**config.mk**
```make
export PLATFORM = sky130hd
export DESIGN_NAME = fastram_bridge_flat
export DESIGN_NICKNAME = d
export VERILOG_FILES = /design/src/rtl/fastram_bridge_if.sv /design/src/rtl/fastram_bridge.sv /design/src/flat_wrapper.sv
export SDC_FILE = /design/constraint.sdc
export NUM_CORES = 1
export LEC_CHECK = 0
export ABC_AREA = 1
export ABC_CLOCK_PERIOD_IN_PS = 1400
export BUFFER_PORTS_ARGS = -buffer_cell sky130_fd_sc_hd__buf_2
export CAP_MARGIN = 40
export CORE_UTILIZATION = 48
export DETAILED_ROUTE_END_ITERATION = 10
export PLACE_DENSITY = 0.79
export SLEW_MARGIN = 0
export SYNTH_ARGS = -nofsm -noshare
export SYNTH_HDL_FRONTEND = slang
export SYNTH_SLANG_ARGS = --single-unit
```
**constraint.sdc**
```tcl
create_clock -name clk_sys -period 1.4 [get_ports clk_sys]
set_input_delay 0.28 -clock clk_sys [delete_from_list [all_inputs] [get_ports clk_sys]]
set_output_delay 0.28 -clock clk_sys [all_outputs]
set_load 0.01 [all_outputs]
```
**src/rtl/fastram_bridge_if.sv**
```systemverilog
`default_nettype none
// ============================================================================
//  Module   : fastram_bridge_if
//  Brief    : Level req / pulse ack bus between the fast-RAM bridge and the
//             SDRAM controller.
//  Revision : 1.0  initial release
// ============================================================================
interface fastram_bridge_if #(
    parameter int ADDR_W = 23
);
    logic              sdram_req;
    logic              sdram_we;
    logic [ADDR_W-1:0] sdram_addr;
    logic [7:0]        sdram_wdata;
    logic              sdram_ack;
    logic [7:0]        sdram_rdata;

    modport master (
        output sdram_req,
        output sdram_we,
        output sdram_addr,
        output sdram_wdata,
        input  sdram_ack,
        input  sdram_rdata
    );

    modport slave (
        input  sdram_req,
        input  sdram_we,
        input  sdram_addr,
        input  sdram_wdata,
        output sdram_ack,
        output sdram_rdata
    );
endinterface
`default_nettype wire

```
**src/rtl/fastram_bridge.sv**
```systemverilog
`default_nettype none
// ============================================================================
//  Module   : fastram_bridge
//  Brief    : Turns the CPU fast-RAM strobe into a registered SDRAM req/ack
//             transaction with CPU stall, read-data return and timeout abort.
//             Define FASTRAM_RDCACHE_EN for a one-entry read cache.
//  Revision : 1.0  initial release
// ============================================================================
module fastram_bridge #(
    parameter int ADDR_W      = 23,
    parameter int TIMEOUT_CYC = 255
) (
    input  logic              clk_sys,
    input  logic              reset_n,
    input  logic              fast_clk,
    input  logic              cpu_ce,
    input  logic              cpu_we,
    input  logic [ADDR_W-1:0] cpu_addr,
    input  logic [7:0]        cpu_din,
    output logic [7:0]        cpu_dout,
    output logic              cpu_wait,
    output logic              timeout_err,
    fastram_bridge_if.master  sdram
);

    typedef enum logic [1:0] {
        S_IDLE = 2'd0,
        S_BUSY = 2'd1,
        S_DONE = 2'd2
    } state_t;

    localparam logic [7:0] c_term_cnt = 8'(TIMEOUT_CYC - 1);

    state_t            r_state;
    state_t            w_state_nxt;
    logic              w_start;
    logic              w_ack_done;
    logic              w_abort;
    logic              w_hit;
    logic [7:0]        w_hit_data;
    logic [7:0]        r_cnt;
    logic              r_we;
    logic [ADDR_W-1:0] r_addr;
    logic [7:0]        r_wdata;
    logic [7:0]        r_dout;
    logic              r_tmo;

    always_ff @(posedge clk_sys or negedge reset_n) begin
        if (!reset_n) begin
            r_state <= S_IDLE;
        end else begin
            r_state <= w_state_nxt;
        end
    end

    // Ack is checked before the terminal count so a coincident ack wins.
    always_comb begin
        w_state_nxt = r_state;
        w_start     = 1'b0;
        w_ack_done  = 1'b0;
        w_abort     = 1'b0;
        case (r_state)
            S_IDLE: begin
                if (fast_clk && cpu_ce && !w_hit) begin
                    w_start     = 1'b1;
                    w_state_nxt = S_BUSY;
                end
            end
            S_BUSY: begin
                if (sdram.sdram_ack) begin
                    w_ack_done  = 1'b1;
                    w_state_nxt = S_DONE;
                end else if (r_cnt == c_term_cnt) begin
                    w_abort     = 1'b1;
                    w_state_nxt = S_DONE;
                end
            end
            S_DONE: begin
                w_state_nxt = S_IDLE;
            end
            default: begin
                w_state_nxt = S_IDLE;
            end
        endcase
    end

    always_ff @(posedge clk_sys or negedge reset_n) begin
        if (!reset_n) begin
            r_cnt   <= 8'd0;
            r_we    <= 1'b0;
            r_addr  <= '0;
            r_wdata <= 8'd0;
            r_dout  <= 8'd0;
            r_tmo   <= 1'b0;
        end else begin
            r_tmo <= w_abort;

            if (w_start) begin
                r_addr  <= cpu_addr;
                r_we    <= cpu_we;
                r_wdata <= cpu_din;
                r_cnt   <= 8'd0;
            end else if (r_state == S_BUSY) begin
                r_cnt <= r_cnt + 8'd1;
            end

            if (w_ack_done && !r_we) begin
                r_dout <= sdram.sdram_rdata;
            end else if (w_abort && !r_we) begin
                r_dout <= 8'hFF;
            end else if (w_hit) begin
                r_dout <= w_hit_data;
            end
        end
    end

`ifdef FASTRAM_RDCACHE_EN
    logic              r_cache_vld;
    logic [ADDR_W-1:0] r_cache_tag;
    logic [7:0]        r_cache_data;

    assign w_hit = (r_state == S_IDLE) && fast_clk && cpu_ce && !cpu_we
                && r_cache_vld && (r_cache_tag == cpu_addr);
    assign w_hit_data = r_cache_data;

    // Aborted accesses drop the entry since the SDRAM state is uncertain.
    always_ff @(posedge clk_sys or negedge reset_n) begin
        if (!reset_n) begin
            r_cache_vld  <= 1'b0;
            r_cache_tag  <= '0;
            r_cache_data <= 8'd0;
        end else if (w_ack_done && !r_we) begin
            r_cache_vld  <= 1'b1;
            r_cache_tag  <= r_addr;
            r_cache_data <= sdram.sdram_rdata;
        end else if (w_abort) begin
            r_cache_vld <= 1'b0;
        end else if (w_start && cpu_we && (cpu_addr == r_cache_tag)) begin
            r_cache_vld <= 1'b0;
        end
    end
`else
    assign w_hit      = 1'b0;
    assign w_hit_data = 8'h00;
`endif

    assign sdram.sdram_req   = (r_state == S_BUSY);
    assign sdram.sdram_we    = r_we;
    assign sdram.sdram_addr  = r_addr;
    assign sdram.sdram_wdata = r_wdata;
    assign cpu_wait          = (r_state == S_BUSY);
    assign cpu_dout          = r_dout;
    assign timeout_err       = r_tmo;

endmodule
`default_nettype wire

```
**src/flat_wrapper.sv**
```systemverilog
// flat-port wrapper written by rule: the top's interface ports become plain ports
module fastram_bridge_flat 
#(
    parameter int ADDR_W      = 23,
    parameter int TIMEOUT_CYC = 255
)
  (clk_sys, reset_n, fast_clk, cpu_ce, cpu_we, cpu_addr, cpu_din, cpu_dout, cpu_wait, timeout_err, sdram_sdram_req, sdram_sdram_we, sdram_sdram_addr, sdram_sdram_wdata, sdram_sdram_ack, sdram_sdram_rdata);
  fastram_bridge_if #(.ADDR_W(ADDR_W)) sdram_i ();
  input  logic clk_sys;
  input  logic reset_n;
  input  logic fast_clk;
  input  logic cpu_ce;
  input  logic cpu_we;
  input  logic [ADDR_W-1:0] cpu_addr;
  input  logic [7:0] cpu_din;
  output logic [7:0] cpu_dout;
  output logic cpu_wait;
  output logic timeout_err;
  output wire logic [$bits(sdram_i.sdram_req)-1:0] sdram_sdram_req;
  output wire logic [$bits(sdram_i.sdram_we)-1:0] sdram_sdram_we;
  output wire logic [$bits(sdram_i.sdram_addr)-1:0] sdram_sdram_addr;
  output wire logic [$bits(sdram_i.sdram_wdata)-1:0] sdram_sdram_wdata;
  input wire logic [$bits(sdram_i.sdram_ack)-1:0] sdram_sdram_ack;
  input wire logic [$bits(sdram_i.sdram_rdata)-1:0] sdram_sdram_rdata;
  assign sdram_sdram_req = sdram_i.sdram_req;
  assign sdram_sdram_we = sdram_i.sdram_we;
  assign sdram_sdram_addr = sdram_i.sdram_addr;
  assign sdram_sdram_wdata = sdram_i.sdram_wdata;
  assign sdram_i.sdram_ack = sdram_sdram_ack;
  assign sdram_i.sdram_rdata = sdram_sdram_rdata;
  fastram_bridge #(.ADDR_W(ADDR_W), .TIMEOUT_CYC(TIMEOUT_CYC)) u_core (.clk_sys(clk_sys), .reset_n(reset_n), .fast_clk(fast_clk), .cpu_ce(cpu_ce), .cpu_we(cpu_we), .cpu_addr(cpu_addr), .cpu_din(cpu_din), .cpu_dout(cpu_dout), .cpu_wait(cpu_wait), .timeout_err(timeout_err), .sdram(sdram_i));
endmodule
```
---- Word level (Yosys, flattened, before mapping) ----
Index checks and enable logic that the tools add are counted.
Widths: inputs -> output; s select.
word-level totals
  word-level logic and storage cells ...... 35
  register bits ........................... 51
  output and inout port bits .............. 43
  input port bits ......................... 45
operators by class
  muxes and demuxes ....................... 15
  eq/ne operators ......................... 4
  add/sub/neg operators ................... 1
  reductions and logical operators ........ 8
operators by type and width
  kind                 number
  $mux 8               4
  $add 8x1->8 const B  1
  $eq 8x8->1 const B   1
  $mux 1               7
  $mux 2               3
  $pmux 2 s2           1
  $reduce_bool 2->1    2
  $logic_and 1x1->1    3
  $ne 3x1->1 const B   1
  $eq 2x1->1 const B   1
  $logic_not 2->1      1
  $ne 2x1->1 const B   1
  $reduce_and 2->1     1
  $logic_not 1->1      1

---- Depth between registers and ports, before layout ----
  depth in word-level cells ............... 7
  depth in mapped cells ................... 8
  depth with buffers taken out ............ 8

---- Worst setup path before layout ----
No wires, ideal clock.
  path kind ............................... reg2out
  from .................................... register u_core.r_state[1]
  to ...................................... output sdram_sdram_req
  required time ........................... 1120 ps
  buffers on the path ..................... 2
  setup slack ............................. 171 ps
  stages on the path, launching flop included .. 4
  arrival ................................. 949 ps
  cells stage by stage .................... dfrtp_1 nor2_4 buf_2 buf_4
on the way
  word-level cells in the longest chain between the ends .. 1
ends and longest elaborated chain
  item                    RTL line              RTL
  from (decl)             fastram_bridge.sv:34  state_t r_state;
  from (signal assigned)  fastram_bridge.sv:52  r_state <= w_state_nxt;
  $eq 2x1->1              -
  to (decl)               flat_wrapper.sv:19    output wire logic [$bits(sdram_i.sdram_req)-1:0] sdram_sdram_req;
No other way between the ends.

---- Worst setup path in the final report ----
  from .................................... register u_core.r_state[1]
  to ...................................... register u_core.r_cnt[6]
on the way
  word-level cells in the longest chain between the ends .. 3
  elaborated cells on any way between the ends .. 5
  those cells by class .................... 1 x eq/ne; 2 x mux; 2 x reduce/logical
ends and longest elaborated chain
  item                                         RTL line               RTL
  $logic_not 2->1                              fastram_bridge.sv:62   case (r_state)
  $mux 1                                       fastram_bridge.sv:62
  $mux 8 or $reduce_bool 2->1 (tied branches)  -
  to (signal assigned)                         fastram_bridge.sv:104  r_cnt <= r_cnt + 8'd1;
  to (decl)                                    fastram_bridge.sv:41   logic [7:0] r_cnt;
Several ways; a longest one is shown, not always the timed one.
A chain may end at the register's enable or synchronous reset.

==> results.py <==
metrics = {
    "outcome": {
        "outcome": "finished clean",
    },
    "setup_path": {
        "path_max_fanout": 6,
        "crit_family": "buffers and inverters",
        "r2r_end": "u_core.r_cnt[6]$_DFFE_PN0P_",
        "crit_end": "u_core.r_cnt[6]$_DFFE_PN0P_",
        "rrSetupSlack_ns": 0.05,
        "startpoint": "u_core.r_state[1]$_DFFE_PN0P_",
        "critPathMaxStageDelay_ns": 0.44,
        "worst-r2r-cell-count": 9,
        "cp_num_cells": 9,
        "required_ns": 1.59,
        "critPathKind": "flip-flop to flip-flop",
        "r2r-start": "u_core.r_state[1]$_DFFE_PN0P_",
        "cp-end-kind": "flip-flop",
        "path_buf_inv": 5,
        "slowest_stage": "dfrtp_2",
        "cp_cell_sequence": "buf_6 -> inv_4 -> nand4_1 -> buf_4 -> buf_12 -> nand2_2 -> nand2_1 -> o21ai_1 -> inv_1",
        "arrival_ns": 1.55,
        "start_kind": "flip-flop",
    },
    "detailed_routing": {
        "wl_per_cell_um": 12.7,
        "drc": 0,
        "first_iter_violations": 121,
        "wl_um": 5280,
        "vias": 2043,
        "viasPerCell": 4.91,
        "first_pass_iters": 4,
        "ant_nets": 0,
    },
    "cts": {
        "clk-insertion-delay-late_ns": 0.30,
        "cts_root_buf": "clkbuf_8",
        "htreeDepth": 2,
        "clockBufferDepth": 2,
        "cts.sinks": 51,
        "cts-buffers-inserted": 5,
        "cts.reportedPaths.clkPinSlew_ns": 0.09,
        "cts_tree": "built",
    },
    "die": {
        "die-area_um2": 4880,
        "pin_count": 88,
        "core_area_um2": 4380,
        "die_width_um": 69.9,
        "rows": 24,
        "initial_core_util_pct": 50.4,
        "fp.dieH_um": 69.9,
    },
    "yosys": {
        "syn_avg_cell_area_um2": 8.70,
        "syn-num-nets": 301,
        "synth-warning-count": 0,
        "ys_top_cells_by_area": "dfrtp_1 (58%), nand2_1 (20%), nand3_1 (3.2%)",
        "yosysTopAreaCell": "dfrtp_1",
        "seq_area_frac_synth_pct": 57.8,
        "syn_inst": 254,
        "ys_ff_latch": 51,
        "yosysTopAreaCellShare_pct": 57.8,
        "synth_area_um2": 2210,
        "ys_types": 24,
    },
    "timing": {
        "drv_slew": 0,
        "min_period_ns": 1.35,
        "worst_pin_slew_ns": 0.462,
        "post-route-period-util_pct": 96.7,
        "clock_skew_ns": 0.00731,
        "tns_ns": 0,
        "slew_headroom_pct": 69.2,
        "hold_viol": 0,
        "fmax_ghz": 0.739,
        "setup_viol": 0,
        "rsz0062_at_grt": "yes",
        "setup_ws_ns": 0.0462,
        "hold_slack_ns": 0.166,
    },
    "global_route": {
        "use_met2_pct": 36.9,
        "use_met1_pct": 26.3,
        "grt.total_usage_pct": 21.5,
        "grt_max_degree": 25,
        "grt_pass1_vias": 1932,
        "met3_usage_pct": 6.64,
        "grt_pass1_wl_um": 8380,
        "overflow": 0,
        "grt.busiest_layer": "met2",
        "antenna_found_initial": 0,
    },
    "finish": {
        "layout-drive-gt1-share_pct": 37.6,
        "area_growth_pct": 38.9,
        "finalNonFillerCells": 416,
        "utilization_pct": 70.0,
        "final_common_cell": "nand2_1",
        "layout_common_cells": "nand2_1 (118), buf_2 (87), dfrtp_1 (49), buf_4 (16), nand3_1 (13)",
        "diodes": 0,
        "fin_nets": 410,
        "fillers": 347,
    },
    "place": {
        "place_ws_ns": -0.0358,
        "dp_hpwl_um": 3640,
        "portBuffers": 87,
        "dp.cells": 395,
        "place_congestion": 0.812,
    },
    "power_and_ir_drop": {
        "powerDensity_nw_per_um2": 1430,
        "power.static_leakage_uw": 0.00173,
        "peakVddDrop_uv": 696,
    },
    "hold_path": {
        "min_path_type": "input pin to flip-flop",
    },
    "run": {
        "drv_cap": 0,
    },
}
worst register-to-register path: stages (launching register included):
cell,delay (ns)
dfrtp_2,0.44
buf_6,0.14
inv_4,0.05
nand4_1,0.13
buf_4,0.18
buf_12,0.13
nand2_2,0.04
nand2_1,0.04
o21ai_1,0.06
inv_1,0.05
what timing repair did:
item                                   in CTS  in global routing
setup endpoints to repair                   3                 17
setup buffers                               5                  5
gates cloned                                0                  3
pin swaps                                   2                  4
hold buffers                                1                  0
endpoints found under the hold margin      16                  0
gates resized for setup                     7                  9
logic make-up after synthesis:
kind of cell             count (synthesis)  synth area share (%)
adder cells (fa/ha/maj)                  2                  1.13
buffers and inverters                   24                  5.15
AO/OA/AOI/OAI                           12                  2.89
AND/OR/NAND/NOR                        165                  33.1
flip-flops                              51                  57.8
report_power, final:
group          internal (uW)  total (uW)  switching, uW
clock                    404         887            483
sequential              1860        2100            242
combinational            640        1410            769
total                   2900        4390           1490
synth_stat cells:
library cell and n:
a21oi_1 2, nand3_1 14, nor3_2 1, o31ai_1 1, nand2_2 2, nand3b_1 8
dfrtp_1 51, a31oi_1 1, inv_1 11, nand4_2 1, nor2_4 1, ha_1 2
nor2_1 3, nor2_2 3, nand2_1 120, buf_4 5, clkbuf_1 1, nand4_1 10
nor3_1 1, or2_1 1, o21ai_1 5, inv_2 3, o21ai_0 3, buf_2 4
per-stage QoR:
step | cell area (um2) | power [uW]
finish | 3070 | 4390
global route | 3070 | 4690
CTS | 2960 | 4350
detailed placement | 2780 | 3420
global placement | 2780 | 3370
floorplan | 2210 | 2790
final cells by class:
class	instances	area, um2	area share (%)
Sequential cell	51	1280	41.7
Timing Repair Buffer	111	698	22.7
Multi-Input combinational cell	180	873	28.5
Inverter	14	55.1	1.79
Tap cell	52	65.1	2.12
Clock buffer	6	82.6	2.69
Clock inverter	2	16.3	0.530
state kept, by name, summed over array words and instances, names as in the netlist:
signal	flops
u_core.r_state	2
u_core.sdram.sdram_we	1
u_core.sdram.sdram_wdata	8
u_core.timeout_err	1
u_core.r_cnt	8
u_core.cpu_dout	8
u_core.sdram.sdram_addr	23
per-layer routing:
metal / vias up / share of wire, %
li1: 1025 / -
met1: 936 / 44
met2: 74 / 49
met3: 8 / 5.9
met4: 0 / 1.1
met5: - / 0
how the worst min path moves through the flow:
stage	to	startpoint	depth (start not counted)	slack, ns
after floorplan	u_core.cpu_dout[0]$_DFFE_PN0P_	reset_n	0	-0.02
after global placement	u_core.r_cnt[6]$_DFFE_PN0P_	reset_n	1	0.25
after detailed placement	u_core.r_cnt[6]$_DFFE_PN0P_	reset_n	1	0.26
after CTS	u_core.sdram.sdram_wdata[6]$_DFFE_PN0P_	cpu_din[6]	3	0.16
after global routing	u_core.sdram.sdram_addr[15]$_DFFE_PN0P_	cpu_addr[15]	3	0.16
final	u_core.sdram.sdram_wdata[6]$_DFFE_PN0P_	cpu_din[6]	3	0.17
Power figures use the tool's default switching activity.
